File: src/rtl/irq_sequencer.sv
// Vectored interrupt sequencer: edge-detects source lines, masks and prioritises them,
// and issues a committed redirect request to the core with EPC capture and eret handling.
module irq_sequencer #(
  parameter int unsigned NUM_SRC    = 8,
  parameter logic [31:0] VEC_BASE   = 32'h0000_0100,
  parameter int unsigned VEC_STRIDE = 8
) (
  input  logic                       clk,
  input  logic                       reset,
  input  logic [NUM_SRC-1:0]         irq_in,
  input  logic                       cfg_we,
  input  logic [NUM_SRC-1:0]         cfg_data,
  input  logic [31:0]                pc_current,
  input  logic                       irq_ack,
  input  logic                       eret,
  output logic                       irq_req,
  output logic [31:0]                irq_vector,
  output logic [$clog2(NUM_SRC)-1:0] irq_id,
  output logic [31:0]                epc,
  output logic                       busy,
  output logic [NUM_SRC-1:0]         pending
);

  localparam int unsigned IW = $clog2(NUM_SRC);

  typedef enum logic [1:0] {IDLE, REQ, SERVICE} state_t;

  state_t             state, state_nx;
  logic [NUM_SRC-1:0] sync1, sync2, prev, mask;
  logic [NUM_SRC-1:0] irq_edge, eligible, clr;
  logic [IW-1:0]      sel_id;
  logic               any_elig, take_req, take_ack;

  always_ff @(posedge clk or posedge reset) begin
    if (reset) begin
      sync1 <= '0;
      sync2 <= '0;
      prev  <= '0;
    end else begin
      sync1 <= irq_in;
      sync2 <= sync1;
      prev  <= sync2;
    end
  end

  assign irq_edge = sync2 & ~prev;
  assign eligible = pending & mask;

  // Lowest eligible index wins.
  always_comb begin
    sel_id   = '0;
    any_elig = 1'b0;
    for (int unsigned i = 0; i < NUM_SRC; i++) begin
      if (eligible[i] && !any_elig) begin
        sel_id   = IW'(i);
        any_elig = 1'b1;
      end
    end
  end

  always_ff @(posedge clk or posedge reset) begin
    if (reset) state <= IDLE;
    else       state <= state_nx;
  end

  always_comb begin
    state_nx = state;
    unique case (state)
      IDLE:    if (any_elig) state_nx = REQ;
      REQ:     if (irq_ack)  state_nx = SERVICE;
      SERVICE: if (eret)     state_nx = IDLE;
      default:               state_nx = IDLE;
    endcase
  end

  always_comb begin
    irq_req = (state == REQ);
    busy    = (state == SERVICE);
  end

  assign take_req = (state == IDLE) && any_elig;
  assign take_ack = (state == REQ) && irq_ack;

  always_comb begin
    clr = '0;
    if (take_ack) clr[irq_id] = 1'b1;
  end

  // A same-cycle edge on the acknowledged source re-sets its bit, so set wins over clear.
  always_ff @(posedge clk or posedge reset) begin
    if (reset) begin
      pending    <= '0;
      mask       <= '0;
      irq_id     <= '0;
      irq_vector <= '0;
      epc        <= '0;
    end else begin
      pending <= (pending & ~clr) | irq_edge;
      if (cfg_we) mask <= cfg_data;
      if (take_req) begin
        irq_id     <= sel_id;
        irq_vector <= VEC_BASE + (32'(sel_id) * VEC_STRIDE);
      end
      if (take_ack) epc <= pc_current;
    end
  end

endmodule

File: config.mk
export PLATFORM = sky130hd
export DESIGN_NAME = irq_sequencer
export DESIGN_NICKNAME = d
export VERILOG_FILES = /design/src/rtl/irq_sequencer.sv
export SDC_FILE = /design/constraint.sdc
export NUM_CORES = 1
export LEC_CHECK = 0
export ABC_AREA = 1
export BUFFER_PORTS_ARGS = -buffer_cell sky130_fd_sc_hd__buf_2
export CORE_MARGIN = 10
export CORE_UTILIZATION = 38
export DETAILED_ROUTE_END_ITERATION = 6
export GPL_TIMING_DRIVEN = 0
export PLACE_DENSITY = 0.68
export SLEW_MARGIN = 20
export SYNTH_ARGS = -nofsm -noshare
export SYNTH_HDL_FRONTEND = slang
export SYNTH_SLANG_ARGS = --single-unit
File: constraint.sdc
create_clock -name clk -period 2.52 [get_ports clk]
set_clock_uncertainty 0.15 [all_clocks]
set_input_delay 0.504 -clock clk [delete_from_list [all_inputs] [get_ports clk]]
set_output_delay 0.504 -clock clk [all_outputs]
set_load 0.005 [all_outputs]
## Word level (Yosys, flattened, before mapping)

Index checks and enable logic that the tools add are counted.

- Register bits: 109
- Output and inout port bits: 77
- Word-level logic and storage cells: 64

- Add/sub/neg operators: 1
- $lt $le $gt $ge: 2
- Eq/ne operators: 5
- Multiplexer cells: 22
- Bitwise operators: 6
- Reduce and logical (&&, ||, !) cells: 19

Operator list:

| operator | count |
|---|---|
| $and A8 B8 Y8 | 3 |
| $mux W3 | 6 |
| $not A8 Y8 | 2 |
| $add A9 B6 Y10 const A | 1 |
| $logic_and A1 B1 Y1 | 10 |
| $mux W1 | 10 |
| $mux W8 | 1 |
| $or A8 B8 Y8 | 1 |
| $logic_not A1 Y1 | 7 |
| $mux W2 | 3 |
| $ne A2 B2 Y1 const B | 3 |
| $pmux W2 S3 | 1 |
| $lt A3 B4 Y1 const B | 1 |
| $demux W1 S3 | 1 |
| $ge A3 B1 Y1 const B | 1 |
| $reduce_and A3 Y1 | 1 |
| $eq A2 B1 Y1 const B | 1 |
| $eq A2 B2 Y1 const B | 1 |
| $logic_not A2 Y1 | 1 |

## Logic depth before layout (Yosys ltp)

- Word-level depth: 25
- Depth in mapped cells: 9

## Least setup slack after synthesis

OpenSTA, ideal clock, no wires.

- Path type: input-to-reg
- Start point: input port cfg_we
- End point: register mask[0]
- Setup time: 125 ps
- Arrival: 1127 ps
- Required time: 2245 ps
- Slack: 1118 ps
- Stages on the path: 2
- Path buffers: 1
- Cell sequence: clkbuf_1 -> mux2_2

RTL lines:

| what | RTL line | text |
|---|---|---|
| start: declaration | 11 | `input logic cfg_we,` |
| end signal: assignment | 99 | `if (cfg_we) mask <= cfg_data;` |
| end: declaration | 29 | `logic [NUM_SRC-1:0] sync1, sync2, prev, mask;` |

No word-level cell between the ends.

## Worst setup path in the final report

- Start point: register state[0]
- End point: output port irq_req

- Word-level cells in the longest chain between the ends: 1

RTL lines:

| what | RTL line | text |
|---|---|---|
| start: declaration | 28 | `state_t state, state_nx;` |
| start signal: assignment | 63 | `else state <= state_nx;` |
| $eq A2 B1 Y1 | 77 | `irq_req = (state == REQ);` |
| end: declaration | 16 | `output logic irq_req,` |

Every way passes these cells.

==> flow_summary.yaml <==
outcome:
  status: "completed"
worst_hold_path:
  worstHoldPathType: "in2async"
route:
  vias: 2326
  drcViolationCount: 0
  ant_nets: 0
  wl_per_cell_um: 13.17
  post_drt_via_cell_ratio: 4.183
  routed_wl_um: 7322
  drt_pass1_iterations: 4
  dr.first_iter.drc_count: 59
die:
  die_area_mm2: 0.01207
  die_y_um: 109.9
  core_mm2: 0.007807
  die_w_um: 109.9
  core.rowCount: 32
  ios: 130
  start_util_pct: 39.29
global_route:
  grt.total_usage_pct: 12.30
  grt_pass1_wl_um: 11580
  overflow: 0
  grt_start_max_net_pins: 31
  antenna_found_initial: 0
  grt_pass1_vias: 2337
clock_network:
  clk_latency_ns: 0.34
  cts_buffers: 9
  cts_max_level: 3
  clk_pin_slew_ns: 0.09
  cts_root_buf: "clkbuf_8"
  clk_path_buf_depth: 2
  cts_resized: 0
  cts_sinks: 78
  post_cts_buffers: 0
  cts_hold_buf: 0
  cts_tree: "done"
synth:
  muxShareOfSynthArea_pct: 2.936
  yosysTopAreaCellShare_pct: 63.62
  async_reset_ff_share_pct: 100.0
  synthesis.area_mm2: 0.003068
  yosysTopAreaCell: "dfrtp_1"
  synthXorXnorAreaFrac_pct: 0
  synth-edff-count: 0
  synthFlopType: "dfrtp_1"
  yosysSeqAreaShare_pct: 63.62
  yosysWarningCount: 0
  synth_simple_gate_area_share_pct: 18.27
  syn_area_per_cell_um2: 9.929
  ys_top_cells_by_area: "dfrtp_1 64%, nand2_1 16%, buf_4 7.6%, mux2_2 2.9%, inv_1 2.4%"
  synthAdderAreaFrac_pct: 0
  synthTopCellsByCount: "127 x nand2_1, 78 x dfrtp_1, 31 x buf_4"
  synth_top_family_by_area: "simple AND/OR/NAND/NOR gates"
  yosysMostFrequentCell: "nand2_1"
  syn_inst: 309
  synth-compound-area-share_pct: 3.793
  yosys.cell_types.count: 20
  synth-seq-cells: 78
setup_path:
  end_kind: "primary output"
  worstSetupPathType: "reg2out"
  cp-start-kind: "flip-flop"
  critPathMaxFanout: 4
  arrival_ns: 1.06
  critical_path_required_ns: 1.87
power:
  power_leakage_uw: 0.002287
  total_power_uw: 4031
  swShare_pct: 33.22
  intPower_uw: 2692
  p_per_area_mw_per_mm2: 992.2
  comb_power_share_pct: 30.0
  ir_drop_uv: 448.2
  clock_power_share_pct: 25.6
  seqPwrFrac_pct: 44.4
  p_sw_uw: 1339
final_layout:
  utilization_pct: 52.04
  final_nets: 502
  instances_no_fill: 556
  regArea_mm2: 0.001952
  drive_above_1_share_pct: 37.00
  syn_to_final_growth_pct: 32.42
  n_antenna_cell: 0
  fill_cells: 737
  multi_input_area_um2: 872.1
timing:
  tightest_slew_ns: 0.4987
  fin_crit_sh_pct: 68.07
  fin_tns_setup_ns: 0
  report.final.slew_viol_count: 0
  rsz0062_at_grt: "no"
  hold_violations: 0
  relSlewSlack_pct: 66.68
  worst_slack_ns: 0.8047
  layout_min_cycle_time_ns: 1.715
  fmax_ghz: 0.5830
  setup_viol: 0
placed_design:
  place_ws_ns: 0.9170
  gp_congestion: 0.7384
  hpwl_um: 5800
  dp_cells: 540
  io_buffers: 100
flow_run:
  cap_violations: 0
## worst max-delay path, cell delays in order, from the launching register on
cell	delay (ns)
dfrtp_1	0.40
inv_2	0.06
nor2_4	0.12
buf_2	0.14
## registers in the layout (all words and copies together), names as in the netlist
name        count
epc            32
irq_id          2
irq_vector      2
mask            8
pending         8
prev            8
state           2
sync1           8
sync2           8
## metrics by stage
stage,hold slack [ns],area [µm²]
2_1_floorplan,0.1812,3173
3_3_place_gp,0.1830,3801
3_5_place_dp,0.1847,3841
4_1_cts,0.03264,4063
5_1_grt,0.05339,4063
6_report,0.03512,4063
## layout by cell type (no fill, tap or decap), drive strengths merged, types with 3 or more instances in the layout
master / netlist / final
buf: 34 / 136
nand2: 128 / 128
inv: 22 / 22
o21ai: 21 / 21
dfrtp: 78 / 78
nor2: 7 / 7
nand3: 3 / 3
conb: 1 / 28
clkbuf: 4 / 14
mux2: 8 / 8
## worst paths after layout
path                            start  depth (start not counted)        to  slack, ns
hold / removal                  reset                          2   prev[5]       0.04
max in group asynchronous       reset                          3    epc[1]       1.68
setup / recovery             state[0]                          3   irq_req       0.80
setup reg to reg           pending[0]                          6  state[0]       0.97
min in group clk            irq_in[1]                          1  sync1[1]       0.12
hold reg to reg              sync1[7]                          0  sync2[7]       0.20
## kinds of logic (layout without fill, tap and decap cells)
group | Yosys count | after routing
AO/OA/AOI/OAI | 22 | 22
multiplexers | 8 | 8
other | 1 | 28
buffers and inverters | 60 | 178
AND/OR/NAND/NOR | 140 | 140
flip-flops | 78 | 78
## power groups by stage
stage	sequential (µW)	combinational (µW)	clock [µW]
6_report	1790	1210	1030
5_1_grt	1840	1400	1120
2_1_floorplan	1830	644	0
3_5_place_dp	1810	1240	0
4_1_cts	1790	1240	1060
3_3_place_gp	1800	1200	0
## layer usage
layer	vias up	wire, µm	share of wire [%]	track usage (%)
li1	1168	-	-	-
met1	1068	2882	39	14.55
met2	83	3615	49	19.35
met3	7	725	9.9	4.681
met4	0	98	1.3	5.855
met5	-	0	0	0
## area by class of cell
| type | instances | area share (%) |
|---|---|---|
| Multi-Input combinational cell | 198 | 21.47 |
| Buffer | 38 | 6.468 |
| Clock buffer | 10 | 3.141 |
| Tap cell | 102 | 3.141 |
| Sequential cell | 78 | 48.04 |
| Clock inverter | 6 | 2.310 |
| Timing Repair Buffer | 102 | 13.30 |
| Inverter | 22 | 2.125 |
No activity file was read; power rests on OpenSTA's default activity.
